**src/rtl/scoreboard_pkg.sv**
```systemverilog
// scoreboard_pkg: shared scoreboard datapath defaults, FU indices, FU opcodes and round-robin helper
package scoreboard_pkg;
  localparam int NUM_FU_DEF = 4;
  localparam int DATA_WIDTH_DEF = 32;
  localparam int REG_BITS_DEF = 5;
  localparam int FU_BITS_DEF = 2;
  localparam int FU_ALU0 = 0;
  localparam int FU_ALU1 = 1;
  localparam int FU_MUL = 2;
  localparam int FU_DIV = 3;
  localparam logic [2:0] OP_ADD = 3'd0;
  localparam logic [2:0] OP_SUB = 3'd1;
  localparam logic [2:0] OP_MUL = 3'd2;
  localparam logic [2:0] OP_DIV = 3'd3;
  function automatic int rr_next(input int g, input int n);
    return (g + 1) % n;
  endfunction
endpackage

```
**src/rtl/rr_arbiter.sv**
```systemverilog
// rr_arbiter: combinational round-robin arbiter, search starts at ptr; one-hot grant plus encoded index
module rr_arbiter import scoreboard_pkg::*; #(
  parameter int N = NUM_FU_DEF,
  parameter int IDX_BITS = FU_BITS_DEF
) (
  input  logic [N-1:0]        req,
  input  logic [IDX_BITS-1:0] ptr,
  output logic [N-1:0]        gnt,
  output logic [IDX_BITS-1:0] idx,
  output logic                any
);
  always_comb begin
    gnt = '0;
    idx = '0;
    any = |req;
    // walk backwards so the requester closest to ptr is written last and wins
    for (int k = N - 1; k >= 0; k--)
      if (req[(int'(ptr) + k) % N]) idx = IDX_BITS'((int'(ptr) + k) % N);
    if (any) gnt[idx] = 1'b1;
  end
endmodule

```
**src/rtl/writeback_arbiter.sv**
```systemverilog
// writeback_arbiter: per-FU holding slots, WAR hold-off and round-robin drain onto the single RF write port.
// Define WB_BYPASS_EN to let a result arriving at an empty, unblocked slot compete in its arrival cycle.
module writeback_arbiter import scoreboard_pkg::*; #(
  parameter int NUM_FU = NUM_FU_DEF,
  parameter int DATA_WIDTH = DATA_WIDTH_DEF,
  parameter int REG_BITS = REG_BITS_DEF,
  parameter int FU_BITS = FU_BITS_DEF
) (
  input  logic                         clk,
  input  logic                         rst_n,
  input  logic [NUM_FU-1:0]            fu_result_valid,
  input  logic [NUM_FU*REG_BITS-1:0]   fu_result_reg,
  input  logic [NUM_FU*DATA_WIDTH-1:0] fu_result_data,
  input  logic [NUM_FU-1:0]            war_block,
  output logic [NUM_FU-1:0]            slot_full,
  output logic                         rf_we,
  output logic [REG_BITS-1:0]          rf_waddr,
  output logic [DATA_WIDTH-1:0]        rf_wdata,
  output logic                         wb_valid,
  output logic [FU_BITS-1:0]           wb_fu_id,
  output logic                         overflow_err
);
  logic [NUM_FU-1:0] slot_valid_q, slot_valid_d, req, gnt, cap;
  logic [REG_BITS-1:0] slot_reg_q [NUM_FU];
  logic [DATA_WIDTH-1:0] slot_data_q [NUM_FU];
  logic [FU_BITS-1:0] ptr_q, gidx, fu_id_q;
  logic [REG_BITS-1:0] waddr_q, sel_reg;
  logic [DATA_WIDTH-1:0] wdata_q, sel_data;
  logic any, we_q, ovf_q, drop;
`ifdef WB_BYPASS_EN
  assign req = (slot_valid_q | fu_result_valid) & ~war_block;
`else
  assign req = slot_valid_q & ~war_block;
`endif
  rr_arbiter #(.N(NUM_FU), .IDX_BITS(FU_BITS)) u_rr (
    .req(req), .ptr(ptr_q), .gnt(gnt), .idx(gidx), .any(any)
  );
  // store when the slot is empty and not bypassed, or when it is full and draining this cycle
  assign cap = fu_result_valid & ~(slot_valid_q ^ gnt);
  assign slot_valid_d = cap | (slot_valid_q & ~gnt);
  assign drop = |(fu_result_valid & slot_valid_q & ~gnt);
  always_comb begin
    sel_reg = slot_valid_q[gidx] ? slot_reg_q[gidx] : fu_result_reg[int'(gidx)*REG_BITS +: REG_BITS];
    sel_data = slot_valid_q[gidx] ? slot_data_q[gidx] : fu_result_data[int'(gidx)*DATA_WIDTH +: DATA_WIDTH];
  end
  always_ff @(posedge clk or negedge rst_n) begin
    if (!rst_n) begin
      slot_valid_q <= '0;
      for (int i = 0; i < NUM_FU; i++) begin
        slot_reg_q[i] <= '0;
        slot_data_q[i] <= '0;
      end
      ptr_q <= '0;
      we_q <= 1'b0;
      waddr_q <= '0;
      wdata_q <= '0;
      fu_id_q <= '0;
      ovf_q <= 1'b0;
    end else begin
      slot_valid_q <= slot_valid_d;
      for (int i = 0; i < NUM_FU; i++)
        if (cap[i]) begin
          slot_reg_q[i] <= fu_result_reg[i*REG_BITS +: REG_BITS];
          slot_data_q[i] <= fu_result_data[i*DATA_WIDTH +: DATA_WIDTH];
        end
      we_q <= any;
      if (any) begin
        waddr_q <= sel_reg;
        wdata_q <= sel_data;
        fu_id_q <= gidx;
        ptr_q <= FU_BITS'(rr_next(int'(gidx), NUM_FU));
      end
      ovf_q <= ovf_q | drop;
    end
  end
  assign slot_full = slot_valid_q;
  assign rf_we = we_q;
  assign wb_valid = we_q;
  assign rf_waddr = waddr_q;
  assign rf_wdata = wdata_q;
  assign wb_fu_id = fu_id_q;
  assign overflow_err = ovf_q;
endmodule
```
**config.mk**
```make
export PLATFORM = sky130hd
export DESIGN_NAME = writeback_arbiter
export DESIGN_NICKNAME = d
export VERILOG_FILES = /design/src/rtl/scoreboard_pkg.sv /design/src/rtl/rr_arbiter.sv /design/src/rtl/writeback_arbiter.sv
export SDC_FILE = /design/constraint.sdc
export NUM_CORES = 1
export LEC_CHECK = 0
export BUFFER_PORTS_ARGS = -buffer_cell sky130_fd_sc_hd__buf_2
export CORE_MARGIN = 8
export CORE_UTILIZATION = 41
export DETAILED_ROUTE_END_ITERATION = 12
export PLACE_DENSITY = 0.73
export SKIP_CTS_REPAIR_TIMING = 1
export SLEW_MARGIN = 20
export SYNTH_ARGS = -nofsm -noshare
export SYNTH_HDL_FRONTEND = slang
export SYNTH_SLANG_ARGS = --single-unit
```
**constraint.sdc**
```tcl
create_clock -name clk -period 5.5 [get_ports clk]
set_input_delay 0.275 -clock clk [delete_from_list [all_inputs] [get_ports clk]]
set_output_delay 0.275 -clock clk [all_outputs]
set_load 0.05 [all_outputs]
```
# == Word level (Yosys, flattened, before mapping) ==
# Index checks and enable logic that the tools add are counted.
# word_totals
output_inout_bits,46
inputBits,158
ff_bits,195
wordCells,78
# classes
addsub,4
n_bitwise,15
shifts,2
muxes,28
magnitude_cmp,7
reduce_logical,6
multipliers,1
# op_table
op,n
indexed part select 128 x 8 -> 32 bit,1
two-way mux 32 bit,3
binary-select mux 32 bit (select 2 bit),1
AND 4 bit,5
indexed part select 20 x 6 -> 5 bit,1
two-way mux 5 bit,3
"< comparator 3 x 4 -> 1 bit, second input constant",3
inverter 4 bit,3
binary-select mux 1 bit (select 2 bit),5
binary-select mux 5 bit (select 2 bit),1
two-way mux 1 bit,9
two-way mux 2 bit,4
OR reduction 4 bit,2
"< comparator 2 x 3 -> 1 bit, second input constant",2
OR reduction 2 bit,3
"multiplier 2 x 3 -> 5 bit, second input constant",1
"adder 2 x 1 -> 2 bit, second input constant",2
"adder 2 bit, second input constant",2
two-way mux 4 bit,1
bitwise OR 4 bit,1
XOR 4 bit,1
"AND 1 bit, first input constant",3
"greater-or-equal comparator 3 bit, second input constant",1
inverter 2 -> 3 bit,1
4 further kinds,4

# == Longest topological paths before layout ==
# Gate-level depths: netlist (run 1).
# depth
depth_word,19
depth_mapped,12
ltp_nobuf,7

# == Hierarchy ==
# A second synthesis (run 1) with hierarchy kept.
# unflattened
cells_unflattened,642
area_unflattened_um2,9703.1
# by_module_without_submodules
mod,area_per_inst_um2,cells_per_inst,seq_area_each_um2,n_inst
writeback_arbiter,9491.6,609,4879.7,1
rr_arbiter,211.5,33,0.0,1

# == Least setup slack after synthesis (run 1) ==
# OpenSTA, ideal clock, no wires.
# synth_path
kind,flip-flop to flip-flop
startpoint,"register slot_valid_q[1], in the netlist slot_full[1]"
endpoint,register slot_data_q[44] (netlist bit)
stages_incl_launch_ff,12
t_arrival_ns,3.059
setup_time_ns,0.125
path_buffers,5
period_less_slack_ns,3.184
required_time_ns,5.375
path_slack_ns,2.316
path_cell_list,dfrtp_1 > nor2b_1 > buf_4 > o311ai_2 > buf_6 > buf_6 > nand2_4 > ha_1 > nand2_1 > clkbuf_1 > clkbuf_1 > mux2_2
# synth_via
elab_chain_len,16
word_cells_on_any_way,26
cone_classes,order compare: 2; mux: 18; bitwise: 4; reduce/logical: 2
# synth_lines
element,line,rtl
"start, declared",writeback_arbiter.sv:23,"logic [NUM_FU-1:0] slot_valid_q, slot_valid_d, req, gnt, cap;"
"start signal, assigned",writeback_arbiter.sv:60,slot_valid_q <= slot_valid_d;
AND 4 bit *,writeback_arbiter.sv:33,assign req = slot_valid_q & ~war_block;
binary-select mux 1 bit (select 2 bit),rr_arbiter.sv:18,if (req[(int'(ptr) + k) % N]) idx = IDX_BITS'((int'(ptr) + k) % N);
two-way mux 1 bit (not written as such) (2 in a row),rr_arbiter.sv:18,
two-way mux 2 bit (4 in a row),rr_arbiter.sv:18,
< comparator 2 x 3 -> 1 bit (not written as such) / greater-or-equal comparator 2 x 1 -> 1 bit (equally long branches),rr_arbiter.sv:19,if (any) gnt[idx] = 1'b1;
logical AND 1 bit (not written as such),rr_arbiter.sv:19,
two-way mux 1 bit (not written as such),rr_arbiter.sv:19,
demux 1 bit (select 2 bit),-,
two-way mux 4 bit *,rr_arbiter.sv:19,
XOR 4 bit *,writeback_arbiter.sv:39,assign cap = fu_result_valid & ~(slot_valid_q ^ gnt);
inverter 4 bit *,writeback_arbiter.sv:39,
AND 4 bit *,writeback_arbiter.sv:39,
"end signal, assigned by index",writeback_arbiter.sv:64,slot_data_q[i] <= fu_result_data[i*DATA_WIDTH +: DATA_WIDTH];
"end, declared",writeback_arbiter.sv:25,logic [DATA_WIDTH-1:0] slot_data_q [NUM_FU];
# Mark *: on every way between the ends. The rest lies on a longest branch, timed or not. The select of a mux whose other input is x is not followed.
# A chain may end at the register's enable or synchronous reset.

# == Final worst setup path (run 1) ==
# layout_path
startpoint,"register slot_valid_q[2], in the netlist slot_full[2]"
endpoint,register slot_data_q[117] (netlist bit)
# Same word-level chain as after synthesis.

==> results of run 1 <==
==> cells in the mapped netlist, types with 4 or more instances <==
| library cell | n |
|---|---|
| nand2_1 | 5 |
| mux2i_1 | 74 |
| nor2_1 | 7 |
| mux2_2 | 177 |
| dfrtp_1 | 195 |
| o211ai_1 | 4 |
| buf_4 | 7 |
| buf_1 | 6 |
| a221oi_2 | 31 |
| a221oi_1 | 6 |
| mux2_1 | 8 |
| nand2b_1 | 10 |
| clkbuf_1 | 20 |
| ha_1 | 4 |
| buf_2 | 8 |
| o22ai_1 | 37 |
==> sequential cells by signal, summed over array words and instances, names as in the netlist <==
| signal | cells |
|---|---|
| slot_reg_q | 20 |
| rf_we | 1 |
| overflow_err | 1 |
| slot_data_q | 128 |
| wb_fu_id | 2 |
| slot_full | 4 |
| rf_waddr | 5 |
| rf_wdata | 32 |
| ptr_q | 2 |
==> metal layers <==
| layer | track usage | vias up | part of all wire |
|---|---|---|---|
| li1 | - | 2819 | - |
| met1 | 0.2303 | 3119 | 0.45 |
| met2 | 0.2848 | 176 | 0.49 |
| met3 | 0.04088 | 23 | 0.051 |
| met4 | 0.05652 | 0 | 0.014 |
| met5 | 0 | - | 0 |
==> power breakdown <==
| part | switching (W) | internal [W] | total, W |
|---|---|---|---|
| Sequential | 0.000471 | 0.00221 | 0.00268 |
| Combinational | 0.00240 | 0.00191 | 0.00431 |
| Clock | 0.000577 | 0.000788 | 0.00136 |
==> cell families (layout without fill, tap and decap cells) <==
group                    after synthesis  count (layout)
flip-flops                           195             195
other                                  0               1
multiplexers                         259             259
buffers and inverters                 52             247
adder cells (fa/ha/maj)                4               4
AO/OA/AOI/OAI                        100             100
AND/OR/NAND/NOR                       36              36
==> area by class of cell <==
type	instances	area, um^2
Fill cell	1957	11270
Sequential cell	195	4880
Multi-Input combinational cell	399	4116
Timing Repair Buffer	212	1095
Clock buffer	20	446.7
Tap cell	285	356.6
Clock inverter	12	190.2
Inverter	3	11.26
Antenna cell	1	2.502
==> path summary, 6_finish.rpt <==
check,slack [ns],endpoint,start
max reg2reg,1.83,slot_data_q[117]$_DFFE_PN0P_,slot_full[2]$_DFF_PN0_
min in group asynchronous,0.52,slot_data_q[22]$_DFFE_PN0P_,rst_n
min reg2reg,0.49,overflow_err$_DFF_PN0_,overflow_err$_DFF_PN0_
max,1.83,slot_data_q[117]$_DFFE_PN0P_,slot_full[2]$_DFF_PN0_
max in group asynchronous,3.67,slot_data_q[78]$_DFFE_PN0P_,rst_n
min,0.08,slot_data_q[32]$_DFFE_PN0P_,fu_result_data[64]
==> through the flow <==
| stage | total power, W | util | instances | instance area, um^2 |
|---|---|---|---|---|
| CTS | 0.008419 | 0.4951 | 1125 | 11070 |
| finish | 0.008353 | 0.4962 | 1127 | 11100 |
| global route | 0.008852 | 0.4962 | 1127 | 11100 |
| global placement | 0.006915 | 0.4664 | 1093 | 10430 |
| detailed placement | 0.007025 | 0.4666 | 1093 | 10440 |
| floorplan | 0.006058 | - | 646 | 9204 |
==> impl_metrics.toml, run 1 <==
[grt]
grt_usage = 0.1761
grt_pass1_wl_um = 38500
first_global_vias = 6797
grt_overflow_total = 0
grt_max_degree = 109
antenna_found_initial = 1

[die]
row_count = 55
initial_core_util = 0.4115
die_w_um = 165.8
core_area_um2 = 22370
pin_count = 204
dieArea_um2 = 27500
die_h_um = 165.8

[yosys]
syn_area_um2 = 9204
ys_ff_latch = 195
synth_fa_ha_area_frac = 0.005438
yosysSeqAreaShare = 0.5302
synth_warnings = 0
synthXorXnorAreaFrac = 0
yosys.area_share.simple = 0.02216
synth-compound-area-share = 0.1039
synth_fp_nets = 808
synth_largest_area_cell = "dfrtp_1"
synth_ff_type = "dfrtp_1"
synth_area_leaders = "dfrtp_1 53%, mux2_2 22%, mux2i_1 8.0%"
yosysUniqueCellTypes = 43
synth_mux_area_frac = 0.3068
netlist_instances = 646
syn_avg_cell_area_um2 = 14.25
synth_edf_count = 0
netlist.area_leader.share = 0.5302
synthArstFlopShare = 1.000
synth_top_family_by_area = "multiplexers"

[sta]
timing.slew.headroom = 0.3189
rsz0062_at_grt = "false"
skew_ns = 0.008642
fmax_ghz = 0.2724
tightestPinTransition_ns = 1.018
hold_slack_ns = 0.07541
setup_violations = 0
setup_tns_ns = 0
hold_violations = 0
drv_slew = 0
fin_crit_sh = 0.6676
period_needed_ns = 3.672
setup_slack_ns = 1.828

[routing]
drtPass1Iterations = 4
ant_nets = 0
drt-total-wl_um = 24290
route.detailed.drc = 0
dr.first_iter.drc_count = 350
vias_per_cell = 5.445
detail_route.wl_per_cell_um = 21.55
vias = 6137

[pwr]
powerDensity_nw_per_um2 = 752.6
leakagePower_nw = 4.964
ir_drop_mv = 0.2989

[worst_setup_path]
cp_slowest_stage_delay_ns = 0.83
cp.required_ns = 5.80
slowest_stage = "a22o_2"
critical_path_class = "flop to flop"
worstSetupEndpointType = "flop"
crit_buf_inv = 0
arrival_ns = 3.97
cp.depth = 7
worst-path-max-fanout = 38
crit_chain = "nand2b_1, o21ai_0, a22o_2, nand2b_1, ha_1, nand2_2, mux2_2"
rr_worst_depth = 7
path_common_cell = "nand2b_1"
cp_top_family = "simple AND/OR/NAND/NOR gates"
critPathLaunchType = "flop"

[finish]
fin_nets = 990
drive_gt1_frac = 0.5482
mostFrequentLayoutCell = "buf_2"
final_cell_mix = "202 x buf_2, 195 x dfrtp_1, 177 x mux2_2"
area_delta_synth_final_pct = 20.58

[run]
maxCapViolCount = 0

[place]
dp_slack_ns = 1.784
hpwl_um = 15890
gp_congestion = 0.8464
io_buffers = 203

[min_path]
min_path_type = "input port to flop"
hold_depth = 2

[clock_tree]
path_clk_slew_ns = 0.08
cts_sinks = 195
clock_path_buffers = 2
tritoncts = "done"
root_buffer = "clkbuf_16"
worstSkewPairLatency_ns = 0.42
numCtsBuffers = 17
htreeDepth = 4

[status]
status = "finished clean"
(Power assumes the default switching activity.)
==> run 2: changes to the inputs <==
==> constraint.sdc (replaced) <==
create_clock -name clk -period 3.4 [get_ports clk]
set_input_delay 0.17 -clock clk [delete_from_list [all_inputs] [get_ports clk]]
set_output_delay 0.17 -clock clk [all_outputs]
set_load 0.05 [all_outputs]
==> impl_metrics.toml, run 2 (same netlist as run 1, synthesis figures left out) <==
[place]
dp_slack_ns = 0.6356
hpwl_um = 16290
post_dp_cell_area_um2 = 10550
io_buffers = 203
gp_congestion = 0.8544

[sta]
fmax_ghz = 0.3501
fin_crit_sh = 0.8400
rsz0062_at_grt = "false"
hold_violations = 0
drv_slew = 0
period_needed_ns = 2.856
setup_violations = 0
tightestPinTransition_ns = 0.8465
skew_ns = 0.01327
timing.slew.headroom = 0.4357
setup_slack_ns = 0.5441
setup_tns_ns = 0

[routing]
detail_route.wl_per_cell_um = 21.49
vias_per_cell = 5.417
dr.first_iter.drc_count = 406
ant_nets = 0
vias = 6939
drtPass1Iterations = 4
drt-total-wl_um = 27520
route.detailed.drc = 0

[finish]
design_area_um2 = 12630
fin_nets = 1139
drive_gt1_frac = 0.4747
mostFrequentLayoutCell = "buf_2"
final_cell_mix = "202 x buf_2, 195 x dfrtp_1, 177 x mux2_2"
area_delta_synth_final_pct = 37.19
final_util = 0.5646
largest_reg_flops = 128
top_register = "slot_data_q"

[pwr]
ir_drop_mv = 0.5233
powerDensity_nw_per_um2 = 1098
switching_share = 0.4121
total_power_w = 0.01386
p_clk_frac = 0.158
leakagePower_nw = 5.601
p_comb_frac = 0.526
switchingPower_w = 0.005713
seq_power_share = 0.316
p_int_w = 0.008149

[grt]
grt_use_met2 = 0.2967
use_met3 = 0.04421
grt_max_degree = 101
first_global_vias = 6914
grt_usage = 0.1801
use_met1 = 0.2357
busiest_layer = "met2"
grt_pass1_wl_um = 39390
antenna_found_initial = 6
grt_overflow_total = 0

[clock_tree]
root_buffer = "clkbuf_16"
htreeDepth = 4
cts_sinks = 195
numCtsBuffers = 17
tritoncts = "done"
worstSkewPairLatency_ns = 0.42
path_clk_slew_ns = 0.07
clock_path_buffers = 2

[die]
pin_count = 204
dieArea_um2 = 27500
core_area_um2 = 22370
die_w_um = 165.8
initial_core_util = 0.4115
die_h_um = 165.8
row_count = 55

[min_path]
min_path_type = "input port to flop"

[worst_setup_path]
reg2reg_from = "slot_full[1]$_DFF_PN0_"
worst-path-max-fanout = 22
worstReg2RegEnd = "slot_data_q[67]$_DFFE_PN0P_"
regToRegSetupSlack_ns = 0.54
cp.required_ns = 3.70
worstSetupEndpointType = "flop"
critical_path_class = "flop to flop"
critPathLaunchType = "flop"
arrival_ns = 3.15
crit_start = "slot_full[1]$_DFF_PN0_"
crit_end = "slot_data_q[67]$_DFFE_PN0P_"
rr_worst_depth = 8

[status]
status = "finished clean"

[run]
maxCapViolCount = 0
## run 2: cell count changes in the layout (fill, tap and decap cells not counted), moves of 2 or more
cell / before / now
nand2_2: 2 / 4
buf_12: 0 / 5
dlygate4sd3_1: 1 / 142
nand2_4: 3 / 1
buf_4: 8 / 11
diode_2: 1 / 6
## run 2: routing by layer
metal | wire length [um] | vias up | share of wire
met3 | 1354 | 49 | 0.049
met1 | 11610 | 3528 | 0.42
li1 | - | 3120 | -
met5 | 0 | - | 0
met4 | 711 | 0 | 0.026
met2 | 13840 | 242 | 0.50
## run 2: power by group through the flow
stage / Sequential [W] / Combinational, W / Clock (W)
2_1_floorplan: 0.00505 / 0.00475 / 0
3_3_place_gp: 0.00432 / 0.00702 / 0
3_5_place_dp: 0.00439 / 0.00716 / 0
4_1_cts: 0.00435 / 0.00719 / 0.00225
5_1_grt: 0.00452 / 0.00777 / 0.00235
6_report: 0.00438 / 0.00729 / 0.00219
## run 2: cell type report
cell class,count,area [um^2]
Fill cell,1765,9738
Inverter,3,11.26
Clock buffer,19,442.9
Timing Repair Buffer,361,2629
Clock inverter,13,193.9
Tap cell,285,356.6
Antenna cell,6,15.01
Multi-Input combinational cell,399,4099
Sequential cell,195,4880
## run 2: per-stage QoR
| stage | cells | hold slack, ns |
|---|---|---|
| 4_1_cts | 1133 | -0.1250 |
| 2_1_floorplan | 646 | -0.1256 |
| 6_report | 1281 | 0.006668 |
| 5_1_grt | 1281 | -0.004834 |
| 3_3_place_gp | 1101 | 0.3298 |
| 3_5_place_dp | 1101 | 0.3358 |
## run 2: how the worst min path moves through the flow
| stage | from | to | slack (ns) | cells past startpoint |
|---|---|---|---|---|
| after global routing | fu_result_data[119] | slot_data_q[23]$_DFFE_PN0P_ | -0.005 | 2 |
| after floorplan | rst_n | overflow_err$_DFF_PN0_ | -0.13 | 0 |
| after global placement | rst_n | slot_data_q[53]$_DFFE_PN0P_ | 0.33 | 1 |
| after detailed placement | rst_n | slot_data_q[117]$_DFFE_PN0P_ | 0.34 | 1 |
| final | fu_result_data[119] | slot_data_q[23]$_DFFE_PN0P_ | 0.007 | 2 |
| after CTS | rst_n | slot_data_q[117]$_DFFE_PN0P_ | -0.13 | 1 |
## run 2: critical path: stages, from the launching register on
cell      delay [ns]
dfrtp_1         0.44
nor2b_1         0.53
nor3_1          0.14
o22a_1          0.31
nand2b_1        0.21
ha_1            0.29
nand2_2         0.07
buf_4           0.35
mux2_2          0.39
==> run 3: changes to the inputs <==
--- a/config.mk
+++ b/config.mk
@@ -5,6 +5,7 @@
 export SDC_FILE = /design/constraint.sdc
 export NUM_CORES = 1
 export LEC_CHECK = 0
+export ABC_AREA = 1
 export BUFFER_PORTS_ARGS = -buffer_cell sky130_fd_sc_hd__buf_2
 export CORE_MARGIN = 8
 export CORE_UTILIZATION = 41
==> constraint.sdc (replaced) <==
create_clock -name clk -period 2.9 [get_ports clk]
set_input_delay 0.145 -clock clk [delete_from_list [all_inputs] [get_ports clk]]
set_output_delay 0.145 -clock clk [all_outputs]
set_load 0.05 [all_outputs]
==> impl_metrics.toml, run 3 <==
[clock_tree]
cts_sinks = 195
worstSkewPairLatency_ns = 0.43
numCtsBuffers = 17
tritoncts = "done"
htreeDepth = 4
path_clk_slew_ns = 0.07
root_buffer = "clkbuf_16"
clock_path_buffers = 2

[grt]
antenna_found_initial = 2
grt_usage = 0.1862
grt_overflow_total = 0
first_global_vias = 7279
grt_pass1_wl_um = 39150
grt_max_degree = 100

[worst_setup_path]
arrival_ns = 3.04
worstSetupEndpointType = "flop"
critPathLaunchType = "flop"
cp.depth = 16
rr_worst_depth = 16
slowest_stage = "dfrtp_2"
crit_buf_inv = 4
path_common_cell = "nand2_1"
crit_chain = "buf_4, nand3_1, nand2_1, nand2_1, nand2_1, inv_1, nand2_1, nand2_1, nand2_4, nand2_4, inv_2, nand2_1, ha_1, nand2_2, buf_4, mux2_2"
cp.required_ns = 3.21
cp_top_family = "simple AND/OR/NAND/NOR gates"
worst-path-max-fanout = 19
cp_slowest_stage_delay_ns = 0.44
critical_path_class = "flop to flop"

[finish]
final_cell_mix = "202 x buf_2, 195 x nand3_1, 190 x dfrtp_1"
stdcell_count = 1454
mostFrequentLayoutCell = "buf_2"
seq_area_um2 = 4886
n_fill_cell = 1721
area_delta_synth_final_pct = 39.42
final_util = 0.5847
top_register = "slot_data_q"
multiInputGateArea_um2 = 3613
fin_nets = 1327
drive_gt1_frac = 0.3633
largest_reg_flops = 128

[yosys]
synth_largest_area_cell = "dfrtp_1"
ys_ff_latch = 195
synth_area_leaders = "dfrtp_1 55%, mux2_2 19%, nand3_1 11%"
syn_avg_cell_area_um2 = 10.67
syn_area_um2 = 8843
yosysSeqAreaShare = 0.5518
yosysUniqueCellTypes = 22
synth_ff_type = "dfrtp_1"
synth_common_cells = "195 x dfrtp_1, 195 x nand3_1, 148 x mux2_2"
netlist_instances = 829
synth_warnings = 0
synth_edf_count = 0
synth_fp_nets = 991
synthArstFlopShare = 1.000
netlist.area_leader.share = 0.5518

[routing]
ant_nets = 0
detail_route.wl_per_cell_um = 19.19
drtPass1Iterations = 5
dr.first_iter.drc_count = 463
drt-total-wl_um = 27910
route.detailed.drc = 0
vias_per_cell = 5.246
vias = 7627

[die]
die_h_um = 162.9
pin_count = 204
row_count = 53
initial_core_util = 0.4194
core_area_um2 = 21090
die_w_um = 162.9
dieArea_um2 = 26530

[pwr]
p_comb_frac = 0.587
ir_drop_mv = 1.094
leakagePower_nw = 5.783
switching_share = 0.4569
switchingPower_w = 0.008239
powerDensity_nw_per_um2 = 1463
seq_power_share = 0.280
p_int_w = 0.009795
p_clk_frac = 0.133

[sta]
skew_ns = 0.006468
drv_slew = 0
fmax_ghz = 0.3658
rsz0062_at_grt = "true"
setup_violations = 0
period_needed_ns = 2.734
tightestPinTransition_ns = 0.8843
fin_crit_sh = 0.9427
timing.slew.headroom = 0.4104
hold_violations = 0

[status]
status = "finished clean"

[place]
gp_congestion = 0.8236
io_buffers = 203
dp_cells = 1264
hpwl_um = 16500

[min_path]
hold_depth = 3
min_path_type = "input port to flop"

[run]
maxCapViolCount = 0
run 3: path summary, 6_finish.rpt:
kind	start	to	slack (ns)
worst max register to register	ptr_q[0]$_DFFE_PN0N_	slot_data_q[36]$_DFFE_PN0P_	0.17
min in group asynchronous	rst_n	slot_data_q[97]$_DFFE_PN0P_	0.08
worst min-delay path	fu_result_valid[3]	overflow_err$_DFF_PN0_	0.003
max in group asynchronous	rst_n	slot_full[0]$_DFF_PN0_	2.06
worst max-delay path	ptr_q[0]$_DFFE_PN0N_	slot_data_q[36]$_DFFE_PN0P_	0.17
worst min register to register	wb_fu_id[1]$_DFFE_PN0N_	wb_fu_id[1]$_DFFE_PN0N_	0.49
run 3: per-stage QoR:
stage / hold WS (ns) / cell area [um^2] / setup TNS, ns / power (W) / setup slack [ns]
global placement: -0.04105 / 10120 / 0 / 0.01480 / 0.2181
finish: 0.002539 / 12330 / 0 / 0.01803 / 0.1662
floorplan: -0.1506 / 8862 / 0 / 0.01269 / 0.06194
CTS: -0.5117 / 10710 / 0 / 0.01754 / 0.1384
global route: 0.004856 / 12330 / -0.3891 / 0.01929 / -0.02495
detailed placement: -0.04053 / 10120 / 0 / 0.01511 / 0.1440
run 3: cell families (layout without fill, tap and decap cells):
family | count (synthesis) | count (layout) | synth area share
AOI/OAI and AO/OA | 42 | 42 | 0.02419
xor gates and xnor gates | 2 | 2 | 0.001981
adders and majority gates | 4 | 4 | 0.005660
buffers and inverters | 82 | 430 | 0.04612
DFF | 195 | 195 | 0.5518
muxes | 148 | 148 | 0.1885
other | 0 | 1 | 0
and+or+nand+nor | 356 | 357 | 0.1818
run 3: layout make-up:
| class | instances | share of cell area |
|---|---|---|
| antenna | 1 | 0.0002030 |
| clock buffer | 17 | 0.03450 |
| clock inverter | 15 | 0.01360 |
| inverter | 21 | 0.006393 |
| multi-input combinational | 553 | 0.2931 |
| sequential | 195 | 0.3963 |
| tap | 275 | 0.02791 |
| timing repair buffer | 377 | 0.2280 |
run 3: power by group through the flow:
stage / Clock [W] / Sequential (W) / Combinational (W)
after global routing: 0.00256 / 0.00521 / 0.0115
after CTS: 0.00247 / 0.00501 / 0.0101
after global placement: 0 / 0.00501 / 0.00978
final: 0.00239 / 0.00505 / 0.0106
after detailed placement: 0 / 0.00505 / 0.0101
after floorplan: 0 / 0.00594 / 0.00675
run 3: per-layer routing:
| layer | global-route usage | up-vias | wire length (um) | share of wire |
|---|---|---|---|---|
| li1 | - | 3521 | - | - |
| met5 | 0 | - | 23 | 0.00082 |
| met2 | 0.3135 | 336 | 14180 | 0.51 |
| met3 | 0.05334 | 43 | 2181 | 0.078 |
| met4 | 0.04754 | 4 | 554 | 0.020 |
| met1 | 0.2310 | 3723 | 10970 | 0.39 |
run 3: worst reg2reg max path: stages, from the launching register on:
cell and delay (ns):
dfrtp_2 0.44, buf_4 0.14, nand3_1 0.09, nand2_1 0.09, nand2_1 0.06, nand2_1 0.07
inv_1 0.04, nand2_1 0.11, nand2_1 0.11, nand2_4 0.08, nand2_4 0.06, inv_2 0.14
nand2_1 0.12, ha_1 0.30, nand2_2 0.07, buf_4 0.31, mux2_2 0.39
